### src/rtl/mem_arbiter_if.sv
// Pipeline-to-arbiter-to-memory bus bundle for the unified memory arbiter.
// The slave modport is the arbiter's view; master is the pipeline/memory side.
interface mem_arbiter_if #(
  parameter int unsigned DWIDTH     = 32,
  parameter int unsigned IWIDTH     = 32,
  parameter int unsigned AWIDTH_MEM = 32
) ();
  logic                    ma_i_ce;
  logic                    ma_i_if_req;
  logic [AWIDTH_MEM-1:0]   ma_i_if_addr;
  logic [IWIDTH-1:0]       ma_o_if_data;
  logic                    ma_o_if_ack;
  logic                    ma_i_dm_req;
  logic                    ma_i_dm_we;
  logic [AWIDTH_MEM-1:0]   ma_i_dm_addr;
  logic [DWIDTH-1:0]       ma_i_dm_wdata;
  logic [DWIDTH/8-1:0]     ma_i_dm_be;
  logic [DWIDTH-1:0]       ma_o_dm_rdata;
  logic                    ma_o_dm_ack;
  logic                    ma_o_mem_req;
  logic                    ma_o_mem_we;
  logic [AWIDTH_MEM-1:0]   ma_o_mem_addr;
  logic [DWIDTH-1:0]       ma_o_mem_wdata;
  logic [DWIDTH/8-1:0]     ma_o_mem_be;
  logic                    ma_i_mem_ack;
  logic [DWIDTH-1:0]       ma_i_mem_rdata;
  logic                    ma_o_err;
  logic                    ma_o_stall_if;
  logic                    ma_o_stall_dm;

  modport slave (
    input  ma_i_ce,
    input  ma_i_if_req, ma_i_if_addr,
    output ma_o_if_data, ma_o_if_ack,
    input  ma_i_dm_req, ma_i_dm_we, ma_i_dm_addr, ma_i_dm_wdata, ma_i_dm_be,
    output ma_o_dm_rdata, ma_o_dm_ack,
    output ma_o_mem_req, ma_o_mem_we, ma_o_mem_addr, ma_o_mem_wdata, ma_o_mem_be,
    input  ma_i_mem_ack, ma_i_mem_rdata,
    output ma_o_err, ma_o_stall_if, ma_o_stall_dm
  );

  modport master (
    output ma_i_ce,
    output ma_i_if_req, ma_i_if_addr,
    input  ma_o_if_data, ma_o_if_ack,
    output ma_i_dm_req, ma_i_dm_we, ma_i_dm_addr, ma_i_dm_wdata, ma_i_dm_be,
    input  ma_o_dm_rdata, ma_o_dm_ack,
    input  ma_o_mem_req, ma_o_mem_we, ma_o_mem_addr, ma_o_mem_wdata, ma_o_mem_be,
    output ma_i_mem_ack, ma_i_mem_rdata,
    input  ma_o_err, ma_o_stall_if, ma_o_stall_dm
  );
endinterface

### src/rtl/mem_arbiter.sv
// Arbitrates one single-port unified memory between instruction fetch and data
// access, with starvation protection for fetch and a timeout abort for hung accesses.
module mem_arbiter #(
  parameter int unsigned DWIDTH       = 32,
  parameter int unsigned IWIDTH       = 32,
  parameter int unsigned AWIDTH_MEM   = 32,
  parameter int unsigned STARVE_LIMIT = 4,
  parameter int unsigned TIMEOUT      = 16
) (
  input  logic           ma_clk,
  input  logic           ma_rst,
  mem_arbiter_if.slave   bus
);

  localparam int unsigned BEW = DWIDTH / 8;
  localparam int unsigned WCW = $clog2(TIMEOUT);
  localparam int unsigned SCW = $clog2(STARVE_LIMIT + 1);

  typedef enum logic [2:0] {
    S_IDLE,
    S_GNT_IF,
    S_GNT_DM,
    S_DONE_IF,
    S_DONE_DM
  } state_t;

  state_t                state;
  logic [WCW-1:0]        wait_cnt;
  logic [SCW-1:0]        starve_cnt;
  logic                  mem_req_q;
  logic                  mem_we_q;
  logic [AWIDTH_MEM-1:0] mem_addr_q;
  logic [DWIDTH-1:0]     mem_wdata_q;
  logic [BEW-1:0]        mem_be_q;
  logic [IWIDTH-1:0]     if_data_q;
  logic [DWIDTH-1:0]     dm_rdata_q;
  logic                  if_ack_q;
  logic                  dm_ack_q;
  logic                  err_q;

  logic                  timeout_hit;
  logic                  dm_wins;

  assign timeout_hit = (wait_cnt == WCW'(TIMEOUT - 1));
  // Data side wins ties unless fetch has already lost STARVE_LIMIT grants in a row.
  assign dm_wins = bus.ma_i_dm_req &&
                   !(bus.ma_i_if_req && (starve_cnt == SCW'(STARVE_LIMIT)));

  always_ff @(posedge ma_clk or negedge ma_rst) begin
    if (!ma_rst) begin
      state       <= S_IDLE;
      wait_cnt    <= '0;
      starve_cnt  <= '0;
      mem_req_q   <= 1'b0;
      mem_we_q    <= 1'b0;
      mem_addr_q  <= '0;
      mem_wdata_q <= '0;
      mem_be_q    <= '0;
      if_data_q   <= '0;
      dm_rdata_q  <= '0;
      if_ack_q    <= 1'b0;
      dm_ack_q    <= 1'b0;
      err_q       <= 1'b0;
    end else begin
      if_ack_q <= 1'b0;
      dm_ack_q <= 1'b0;
      err_q    <= 1'b0;
      case (state)
        S_IDLE: begin
          if (!bus.ma_i_if_req) starve_cnt <= '0;
          if (bus.ma_i_ce && (bus.ma_i_if_req || bus.ma_i_dm_req)) begin
            mem_req_q <= 1'b1;
            wait_cnt  <= '0;
            if (dm_wins) begin
              state       <= S_GNT_DM;
              mem_we_q    <= bus.ma_i_dm_we;
              mem_addr_q  <= bus.ma_i_dm_addr;
              mem_wdata_q <= bus.ma_i_dm_wdata;
              mem_be_q    <= bus.ma_i_dm_be;
              if (bus.ma_i_if_req && (starve_cnt != SCW'(STARVE_LIMIT)))
                starve_cnt <= starve_cnt + SCW'(1);
            end else begin
              state       <= S_GNT_IF;
              mem_we_q    <= 1'b0;
              mem_addr_q  <= bus.ma_i_if_addr;
              mem_wdata_q <= '0;
              mem_be_q    <= '1;
              starve_cnt  <= '0;
            end
          end
        end
        S_GNT_IF, S_GNT_DM: begin
          if (bus.ma_i_mem_ack || timeout_hit) begin
            // An aborted access returns zero data and flags err alongside the ack.
            mem_req_q <= 1'b0;
            err_q     <= !bus.ma_i_mem_ack;
            if (state == S_GNT_IF) begin
              state     <= S_DONE_IF;
              if_ack_q  <= 1'b1;
              if_data_q <= bus.ma_i_mem_ack ? IWIDTH'(bus.ma_i_mem_rdata) : '0;
            end else begin
              state    <= S_DONE_DM;
              dm_ack_q <= 1'b1;
              if (!bus.ma_i_mem_ack)
                dm_rdata_q <= '0;
              else if (!mem_we_q)
                dm_rdata_q <= bus.ma_i_mem_rdata;
            end
          end else begin
            wait_cnt <= wait_cnt + WCW'(1);
          end
        end
        S_DONE_IF, S_DONE_DM: begin
          state    <= S_IDLE;
          wait_cnt <= '0;
        end
        default: state <= S_IDLE;
      endcase
    end
  end

  assign bus.ma_o_mem_req   = mem_req_q;
  assign bus.ma_o_mem_we    = mem_we_q;
  assign bus.ma_o_mem_addr  = mem_addr_q;
  assign bus.ma_o_mem_wdata = mem_wdata_q;
  assign bus.ma_o_mem_be    = mem_be_q;
  assign bus.ma_o_if_data   = if_data_q;
  assign bus.ma_o_dm_rdata  = dm_rdata_q;
  assign bus.ma_o_if_ack    = if_ack_q;
  assign bus.ma_o_dm_ack    = dm_ack_q;
  assign bus.ma_o_err       = err_q;

  // Stalls follow the live request so the stage holds from the cycle it asks.
  assign bus.ma_o_stall_if = bus.ma_i_if_req & ~if_ack_q;
  assign bus.ma_o_stall_dm = bus.ma_i_dm_req & ~dm_ack_q;

endmodule

### src/flat_wrapper.sv
// flat-port wrapper written by rule: the top's interface ports become plain ports
module mem_arbiter_flat 
#(
  parameter int unsigned DWIDTH       = 32,
  parameter int unsigned IWIDTH       = 32,
  parameter int unsigned AWIDTH_MEM   = 32,
  parameter int unsigned STARVE_LIMIT = 4,
  parameter int unsigned TIMEOUT      = 16
)
  (ma_clk, ma_rst, bus_ma_i_ce, bus_ma_i_if_req, bus_ma_i_if_addr, bus_ma_o_if_data, bus_ma_o_if_ack, bus_ma_i_dm_req, bus_ma_i_dm_we, bus_ma_i_dm_addr, bus_ma_i_dm_wdata, bus_ma_i_dm_be, bus_ma_o_dm_rdata, bus_ma_o_dm_ack, bus_ma_o_mem_req, bus_ma_o_mem_we, bus_ma_o_mem_addr, bus_ma_o_mem_wdata, bus_ma_o_mem_be, bus_ma_i_mem_ack, bus_ma_i_mem_rdata, bus_ma_o_err, bus_ma_o_stall_if, bus_ma_o_stall_dm);
  mem_arbiter_if #(.DWIDTH(DWIDTH), .IWIDTH(IWIDTH), .AWIDTH_MEM(AWIDTH_MEM)) bus_i ();
  input  logic ma_clk;
  input  logic ma_rst;
  input wire logic [$bits(bus_i.ma_i_ce)-1:0] bus_ma_i_ce;
  input wire logic [$bits(bus_i.ma_i_if_req)-1:0] bus_ma_i_if_req;
  input wire logic [$bits(bus_i.ma_i_if_addr)-1:0] bus_ma_i_if_addr;
  output wire logic [$bits(bus_i.ma_o_if_data)-1:0] bus_ma_o_if_data;
  output wire logic [$bits(bus_i.ma_o_if_ack)-1:0] bus_ma_o_if_ack;
  input wire logic [$bits(bus_i.ma_i_dm_req)-1:0] bus_ma_i_dm_req;
  input wire logic [$bits(bus_i.ma_i_dm_we)-1:0] bus_ma_i_dm_we;
  input wire logic [$bits(bus_i.ma_i_dm_addr)-1:0] bus_ma_i_dm_addr;
  input wire logic [$bits(bus_i.ma_i_dm_wdata)-1:0] bus_ma_i_dm_wdata;
  input wire logic [$bits(bus_i.ma_i_dm_be)-1:0] bus_ma_i_dm_be;
  output wire logic [$bits(bus_i.ma_o_dm_rdata)-1:0] bus_ma_o_dm_rdata;
  output wire logic [$bits(bus_i.ma_o_dm_ack)-1:0] bus_ma_o_dm_ack;
  output wire logic [$bits(bus_i.ma_o_mem_req)-1:0] bus_ma_o_mem_req;
  output wire logic [$bits(bus_i.ma_o_mem_we)-1:0] bus_ma_o_mem_we;
  output wire logic [$bits(bus_i.ma_o_mem_addr)-1:0] bus_ma_o_mem_addr;
  output wire logic [$bits(bus_i.ma_o_mem_wdata)-1:0] bus_ma_o_mem_wdata;
  output wire logic [$bits(bus_i.ma_o_mem_be)-1:0] bus_ma_o_mem_be;
  input wire logic [$bits(bus_i.ma_i_mem_ack)-1:0] bus_ma_i_mem_ack;
  input wire logic [$bits(bus_i.ma_i_mem_rdata)-1:0] bus_ma_i_mem_rdata;
  output wire logic [$bits(bus_i.ma_o_err)-1:0] bus_ma_o_err;
  output wire logic [$bits(bus_i.ma_o_stall_if)-1:0] bus_ma_o_stall_if;
  output wire logic [$bits(bus_i.ma_o_stall_dm)-1:0] bus_ma_o_stall_dm;
  assign bus_i.ma_i_ce = bus_ma_i_ce;
  assign bus_i.ma_i_if_req = bus_ma_i_if_req;
  assign bus_i.ma_i_if_addr = bus_ma_i_if_addr;
  assign bus_ma_o_if_data = bus_i.ma_o_if_data;
  assign bus_ma_o_if_ack = bus_i.ma_o_if_ack;
  assign bus_i.ma_i_dm_req = bus_ma_i_dm_req;
  assign bus_i.ma_i_dm_we = bus_ma_i_dm_we;
  assign bus_i.ma_i_dm_addr = bus_ma_i_dm_addr;
  assign bus_i.ma_i_dm_wdata = bus_ma_i_dm_wdata;
  assign bus_i.ma_i_dm_be = bus_ma_i_dm_be;
  assign bus_ma_o_dm_rdata = bus_i.ma_o_dm_rdata;
  assign bus_ma_o_dm_ack = bus_i.ma_o_dm_ack;
  assign bus_ma_o_mem_req = bus_i.ma_o_mem_req;
  assign bus_ma_o_mem_we = bus_i.ma_o_mem_we;
  assign bus_ma_o_mem_addr = bus_i.ma_o_mem_addr;
  assign bus_ma_o_mem_wdata = bus_i.ma_o_mem_wdata;
  assign bus_ma_o_mem_be = bus_i.ma_o_mem_be;
  assign bus_i.ma_i_mem_ack = bus_ma_i_mem_ack;
  assign bus_i.ma_i_mem_rdata = bus_ma_i_mem_rdata;
  assign bus_ma_o_err = bus_i.ma_o_err;
  assign bus_ma_o_stall_if = bus_i.ma_o_stall_if;
  assign bus_ma_o_stall_dm = bus_i.ma_o_stall_dm;
  mem_arbiter #(.DWIDTH(DWIDTH), .IWIDTH(IWIDTH), .AWIDTH_MEM(AWIDTH_MEM), .STARVE_LIMIT(STARVE_LIMIT), .TIMEOUT(TIMEOUT)) u_core (.ma_clk(ma_clk), .ma_rst(ma_rst), .bus(bus_i));
endmodule
### config.mk
export PLATFORM = sky130hd
export DESIGN_NAME = mem_arbiter_flat
export DESIGN_NICKNAME = d
export VERILOG_FILES = /design/src/rtl/mem_arbiter_if.sv /design/src/rtl/mem_arbiter.sv /design/src/flat_wrapper.sv
export SDC_FILE = /design/constraint.sdc
export NUM_CORES = 1
export LEC_CHECK = 0
export ABC_AREA = 1
export BUFFER_PORTS_ARGS = -buffer_cell sky130_fd_sc_hd__clkbuf_2
export CAP_MARGIN = 0
export CORE_ASPECT_RATIO = 1.4
export CORE_UTILIZATION = 30
export CTS_BUF_LIST = sky130_fd_sc_hd__clkbuf_4 sky130_fd_sc_hd__clkbuf_8
export DETAILED_ROUTE_END_ITERATION = 12
export RECOVER_POWER = 50
export SLEW_MARGIN = 20
export SYNTH_ARGS = -nofsm -noshare
export SYNTH_HDL_FRONTEND = slang
export SYNTH_SLANG_ARGS = --single-unit
### constraint.sdc
create_clock -name ma_clk -period 1.3 [get_ports ma_clk]
set_input_delay 0.195 -clock ma_clk [delete_from_list [all_inputs] [get_ports ma_clk]]
set_output_delay 0.195 -clock ma_clk [all_outputs]
set_load 0.1 [all_outputs]
==> metrics.md, run 1 <==
| Metric | Value |
|---|---|
| Final slew viol count | `0` |
| Final nets | `between 1000 and 1500` |
| Met3 global-route usage | `0.0677` |
| Post-synthesis compound-gate area fraction | `0.114` |
| Ys async rst share | `1.00` |
| CTS tree | `done` |
| Die boundary width | `123 um` |
| Crit path top cell by count | `nor2_4` |
| Run status | `finished with violations` |
| Vias in the first global route | `between 7000 and 8000` |
| Worst R2R End | `u_core.bus.ma_o_mem_addr[1]$_DFFE_PN0P_` |
| Worst EP arrival | `about 1900 ps` |
| Period minus WS final | `1520 ps` |
| Fillers | `1205` |
| Setup CP Type | `flop to flop` |
| Die height | `between 150 and 200 um` |
| GPL Wtd Cong | `between 0.7 and 0.8` |
| H-tree levels | `4` |
| EDFF count, synth | `0` |
| Worst Max-Slew Pin Slew | `around 1000 ps` |
| Synth Area in XOR/XNOR | `0.00143` |
| Reg2Reg Setup Slack | `-220 ps` |
| Gr usage total | `0.248` |
| Fin. Hold Viols | `0` |
| Synth Net Count | `between 800 and 900` |
| WL/cell | `roughly 20 um` |
| CTS buffer count | `17` |
| Post-Syn Area per Cell | `around 8.8 um^2` |
| Antenna viol nets, final | `0` |
| Synth top cells by count | `nand2_1, dfrtp_1, o21ai_0` |
| First-pass GRT wire length | `between 30000 and 40000 um` |
| GR Util met2 | `0.467` |
| Multiplexer share of the synthesized area | `0` |
| Rows | `between 60 and 70` |
| Final instance area | `~14000 um^2` |
| Simple-Gate Fraction of Synth Area | `0.226` |
| Ys Warns | `0` |
| Crit. End Element | `flop` |
| #FFs+latches synth | `between 100 and 150` |
| Slew Limit Headroom | `0.320` |
| DP HPWL | `about 15000 um` |
| CTS max path bufs | `2` |
| Top FF cell, synth | `dfrtp_1` |
| Worst-path fanout max | `13` |
| Setup ws final | `-224 ps` |
| Die area | `21000 um^2` |
| Port Buffers | `roughly 280` |
| Top cells by area, synth | `dfrtp_1, nand2_1, o21ai_0` |
| Pin count of the biggest net entering global routing | `45` |
| M1 GR Usage | `0.252` |
| Via count | `~7600` |
| Worst-path clk slew | `90 ps` |
| Clock latency at the later pin of the worst-skew pair | `460 ps` |
| Post-Place Cell Area | `about 10000 um^2` |
| Max stage delay on crit path | `420 ps` |
| R2R depth | `9` |
| Share of cells above drive strength 1 | `0.547` |
| First DRT Iteration DRCs | `423` |
| Most common cell in the netlist | `nand2_1` |
| Failing checks | `negative setup slack` |
| Cell Chain, Critical Path | `nor2_4 > nand2_2 > nor2_4 > buf_6 > buf_8 > inv_16 > buf_12 > nand2_1 > o21ai_1` |
| Hold path depth | `3` |
| Clock tree sinks | `roughly 150` |
| Grt peak-use layer | `met2` |
| CTS Root Cell | `clkbuf_8` |
| Grt ovf | `0` |
| Yosys top cell area share | `0.600` |
| Synth Area in Adders | `0.00612` |
| Initial Util | `0.308` |
| Yosys top cell by area | `dfrtp_1` |
| Setup violators final | `around 150` |
| Hold Path End | `u_core.bus.ma_o_mem_addr[30]$_DFFE_PN0P_` |
| First-pass iteration count of the detailed router | `5` |
| Main combinational cell family by area after synthesis | `simple AND/OR/NAND/NOR gates` |
| Final WL | `30200 um` |
| IO Pins | `about 280` |
| Initial antenna violation count | `1` |
| Max capacitance violation total | `0` |
| Residual DRC | `0` |
| Hold/Removal Path Class | `input pin to flop` |
| Startpoint Class | `flop` |
| Worst path slowest cell | `dfrtp_1` |
| Area Overhead vs Synth | `131%` |
| Fin crit share | `1.17` |
| Post-synthesis cell count | `approximately 700` |
| RR Startpoint | `u_core.state[0]$_DFFE_PN0P_` |
| RSZ-0062 raised after global routing | `true` |
| Hold path startpoint | `bus_ma_i_dm_addr[30]` |
| Core Area | `19900 um^2` |
| CP Data Required Time | `1630 ps` |
| Seq/Total Area, Yosys | `0.600` |
| Synthesized area | `6130 um^2` |
| F_max | `approximately 660 MHz` |
| Post-synth cell types | `24` |
| Vias/cell | `5.12` |
| Final clock skew | `around 19 ps` |
[layout make-up]
type                            count  area (um^2)  area share
Antenna cell                        1         2.50    0.000176
Multi-Input combinational cell    485         3040       0.214
Clock inverter                     15          135     0.00953
Sequential cell                   147         3700       0.261
Timing Repair Buffer              542         6660       0.469
Tap cell                          252          315      0.0222
Inverter                           21          108     0.00759
Clock buffer                       17          234      0.0165
[flip-flops by register name, indices dropped and copies added, names as in the netlist]
name                       cells
u_core.bus.ma_o_dm_rdata      32
u_core.bus.ma_o_if_data       32
u_core.bus.ma_o_mem_addr      32
u_core.bus.ma_o_mem_wdata     32
u_core.bus.ma_o_mem_be         4
u_core.wait_cnt                4
u_core.starve_cnt              3
u_core.state                   3
u_core.bus.ma_o_dm_ack         1
u_core.bus.ma_o_err            1
u_core.bus.ma_o_if_ack         1
u_core.bus.ma_o_mem_req        1
u_core.bus.ma_o_mem_we         1
[placed cells by master (no fill, tap or decap), types with 15 or more instances in the layout]
cell type      instances
o21ai_2               60
clkbuf_16             17
clkbuf_2             137
dfrtp_1              134
o21ai_1               67
buf_6                 22
buf_4                 77
clkbuf_8              17
nand2_1              171
nor2_1                23
nand2_4               27
nor2_2                23
nand2_2               32
inv_1                 15
buf_12               161
nand3_2               18
nand3_1               24
dlygate4sd3_1        113
[logic make-up (layout without fill, tap and decap cells)]
logic type / after synthesis / count (layout)
adder cells (fa/ha/maj): 3 / 3
AND/OR/NAND/NOR: 341 / 342
buffers and inverters: 64 / 595
other: 0 / 1
AO/OA/AOI/OAI: 139 / 139
flip-flops: 147 / 147
XOR/XNOR: 1 / 1
[how the worst max path moves through the flow]
stage,startpoint,endpoint,slack (ps)
after floorplan,u_core.state[0]$_DFFE_PN0P_,u_core.bus.ma_o_mem_addr[25]$_DFFE_PN0P_,-70
after global placement,u_core.starve_cnt[1]$_DFFE_PN0P_,u_core.bus.ma_o_mem_addr[7]$_DFFE_PN0P_,-190
after detailed placement,u_core.starve_cnt[0]$_DFFE_PN0P_,u_core.bus.ma_o_mem_addr[7]$_DFFE_PN0P_,-240
after CTS,u_core.bus.ma_o_if_ack$_DFF_PN0_,bus_ma_o_stall_if,-190
after global routing,u_core.state[0]$_DFFE_PN0P_,u_core.bus.ma_o_mem_addr[1]$_DFFE_PN0P_,-300
final,u_core.state[0]$_DFFE_PN0P_,u_core.bus.ma_o_mem_addr[1]$_DFFE_PN0P_,-220
[timing repair]
item / 4_1_cts / 5_1_grt
hold buffers: 113 / 0
hold endpoints to repair: 196 / 0
resized for setup: 178 / 148
setup buffers: 29 / 35
pin swaps: 33 / 34
gates cloned: 15 / 25
endpoints found under the setup margin: 166 / 209
[critical path, delay by kind of cell (launching register included)]
kind,cells,cell delay (ps)
flip-flops,1,420
buffers and inverters,4,440
AND/OR/NAND/NOR,4,440
AO/OA/AOI/OAI,1,100
[layer usage]
layer	share of wire	wire, um
met5	0	0
met4	0.039	1190
met3	0.077	2320
met2	0.56	16800
met1	0.33	9930
[stage by stage]
stage / setup WS (ps) / hold slack [ps] / TNS (ps) / utilization / cells
after detailed placement: -237 / 146 / -10030 / 0.521 / 1239
after CTS: -191 / 1.51 / -13450 / 0.653 / 1427
after global placement: -190 / 153 / -5900 / 0.521 / 1239
final: -224 / 39.4 / -20300 / 0.712 / 1480
after global routing: -296 / 31.0 / -34520 / 0.712 / 1480
after floorplan: -71.7 / -101 / -4370 / - / 695
Power of run 1 is left out: the tool's default activity adds up to more than one toggle a clock period on the data nets, which glitch-free logic cannot reach.
==> inputs of run 2 (changes only) <==
- CTS_CLUSTER_DIAMETER: default -> 80
- MAX_ROUTING_LAYER: default -> met4
- RECOVER_POWER: 50 -> 100
==> run 2 against run 1 <==
Effect of this change:
- the run still ends with negative setup slack left
- core utilization shrank 0.58 points
- first-iteration DRC count fell by 1.7%
- register-to-register slack hardly changed
- cell count is 0.20% lower
- clock skew down 1.3 ps
- fmax shrank 0.25%
- final area fell by 0.82%
- sequential cell count unchanged
- non-clock buffer count is 3 lower
- critical path depth fell by 1
- count of clock-buffer cells in the layout unchanged
- via count about the same
==> metrics.md, run 2 (synthesized netlist as in run 1, its figures left out) <==
| Metric | Value |
|---|---|
| Die height | `171 um (unchanged)` |
| Residual DRC | `0 (unchanged)` |
| Final clock skew | `17.4 ps (-1.33 ps)` |
| Failing checks | `negative setup slack` |
| Placement Setup Slack | `-237 ps (unchanged)` |
| CTS max path bufs | `2 (unchanged)` |
| Highest-count cells in the layout ignoring fill and taps | `nand2_1, buf_12, clkbuf_2` |
| First DRT Iteration DRCs | `416 (-1.7%)` |
| Die area | `21000 um^2 (unchanged)` |
| Final WL | `30100 um (-0.32%)` |
| Gr usage total | `0.256 (+0.00726)` |
| DP HPWL | `14700 um (unchanged)` |
| Worst-path clk slew | `100 ps (about the same)` |
| Hold/Removal Path Class | `input pin to flop` |
| First-pass iteration count of the detailed router | `5 (unchanged)` |
| Run status | `finished with violations` |
| Port Buffers | `277 (unchanged)` |
| CTS Root Cell | `clkbuf_8` |
| WL/cell | `20.4 um (-0.12%)` |
| Antenna viol nets, final | `0 (unchanged)` |
| Worst EP arrival | `1890 ps (+40 ps)` |
| Worst-path fanout max | `5 (-8)` |
| RSZ-0062 raised after global routing | `true` |
| Initial Util | `0.308 (unchanged)` |
| CTS tree | `done` |
| IO Pins | `278 (unchanged)` |
| Fin crit share | `1.17 (+0.00290)` |
| Grt ovf | `0 (unchanged)` |
| Period minus WS final | `1530 ps (+3.76 ps)` |
| Clock tree sinks | `147 (unchanged)` |
| Die boundary width | `123 um (unchanged)` |
| CP Data Required Time | `1660 ps (+30 ps)` |
| Cell Chain, Critical Path | `nor2_4 > nand2_2 > nor2_4 > buf_6 > buf_12 > buf_12 > o21ai_2 > o21ai_1` |
| Setup CP Type | `flop to flop` |
| Core Area | `19900 um^2 (unchanged)` |
| Crit path max-delay family | `flip-flops` |
| Startpoint Class | `flop` |
| Most common cell after layout, fill and taps aside | `nand2_1` |
| Post-Place Cell Area | `10400 um^2 (unchanged)` |
| Clock latency at the later pin of the worst-skew pair | `460 ps (about the same)` |
| Worst path slowest cell | `dfrtp_1` |
| Max stage delay on crit path | `420 ps (about the same)` |
| Slew Limit Headroom | `0.303 (-0.0169)` |
| WP buf/inv | `3 (-1)` |
| Vias/cell | `5.13 (+0.27%)` |
| Rows | `61 (unchanged)` |
| Vias in the first global route | `7636 (+0.24%)` |
| Max capacitance violation total | `0 (unchanged)` |
| F_max | `655 MHz (-0.25%)` |
| Area Overhead vs Synth | `129%` |
| Via count | `7584 (+0.066%)` |
| Share of cells above drive strength 1 | `0.551 (+0.00461)` |
| Hold_ws | `32.1 ps (-7.32 ps)` |
| GPL Wtd Cong | `0.800 (+1.4%)` |
| First-pass GRT wire length | `39400 um (-0.10%)` |
| Final nets | `1353 (-0.22%)` |
| Worst Max-Slew Pin Slew | `1050 ps (+25.4 ps)` |
| Crit. End Element | `flop` |
| H-tree levels | `4 (unchanged)` |
| Final slew viol count | `0 (unchanged)` |
| Fin. Hold Viols | `0 (unchanged)` |
| Final instance area | `14100 um^2 (-0.82%)` |
| Pin count of the biggest net entering global routing | `45 (unchanged)` |
| CTS buffer count | `17 (unchanged)` |
| Initial antenna violation count | `1 (unchanged)` |
| Setup ws final | `-227 ps (-3.76 ps)` |
| Setup violators final | `156 (+2.0%)` |
[run 2: final cells by class]
cell class                 instances  area [um^2]
antenna                            1         2.50
clock buffer                      17          234
clock inverter                    15          135
fill                            1240         5850
inverter                          21         98.8
multi-input combinational        485         3080
sequential                       147         3700
tap                              252          315
timing repair buffer             539         6500
[run 2: path summary, 6_finish.rpt]
kind | slack [ps] | to | from | cells past startpoint
max | -230 | u_core.bus.ma_o_mem_addr[13]$_DFFE_PN0P_ | u_core.state[0]$_DFFE_PN0P_ | 8
min | 30 | u_core.bus.ma_o_mem_addr[30]$_DFFE_PN0P_ | bus_ma_i_dm_addr[30] | 3
min reg2reg | 520 | u_core.bus.ma_o_mem_wdata[5]$_DFFE_PN0P_ | u_core.bus.ma_o_mem_wdata[5]$_DFFE_PN0P_ | 2
max reg2reg | -230 | u_core.bus.ma_o_mem_addr[13]$_DFFE_PN0P_ | u_core.state[0]$_DFFE_PN0P_ | 8
max in group asynchronous | 10 | u_core.bus.ma_o_dm_rdata[20]$_DFFE_PN0P_ | ma_rst | 3
min in group asynchronous | 470 | u_core.bus.ma_o_dm_rdata[5]$_DFFE_PN0P_ | ma_rst | 2
[run 2: what timing repair did]
item | 4_1_cts | 5_1_grt
endpoints found under the setup margin | 166 | 208
hold buffers | 113 | 0
buffers inserted | 29 | 34
gates cloned | 15 | 23
pin swaps | 33 | 41
endpoints found under the hold margin | 196 | 0
gates resized for setup | 178 | 158
[run 2: worst min-delay path: cells and delay by family]
family / cells / cell delay [ps]
AO/OA/AOI/OAI: 1 / 110
buffers and inverters: 1 / 90
AND/OR/NAND/NOR: 1 / 40
[run 2: through the flow]
stage               setup TNS (ps)  instances  utilization
floorplan                    -4370        695            -
global placement             -5900       1239        0.521
detailed placement          -10030       1239        0.521
CTS                         -13450       1427        0.653
global route                -36690       1477        0.706
finish                      -21800       1477        0.706
[run 2: routing by layer]
metal / part of all wire / vias up / track usage
li1: - / 3313 / -
met1: 0.34 / 3759 / 0.258
met2: 0.55 / 399 / 0.465
met3: 0.072 / 113 / 0.0587
met4: 0.040 / 0 / 0.108
met5: 0 / - / -
Power of run 2 is left out for the same reason.
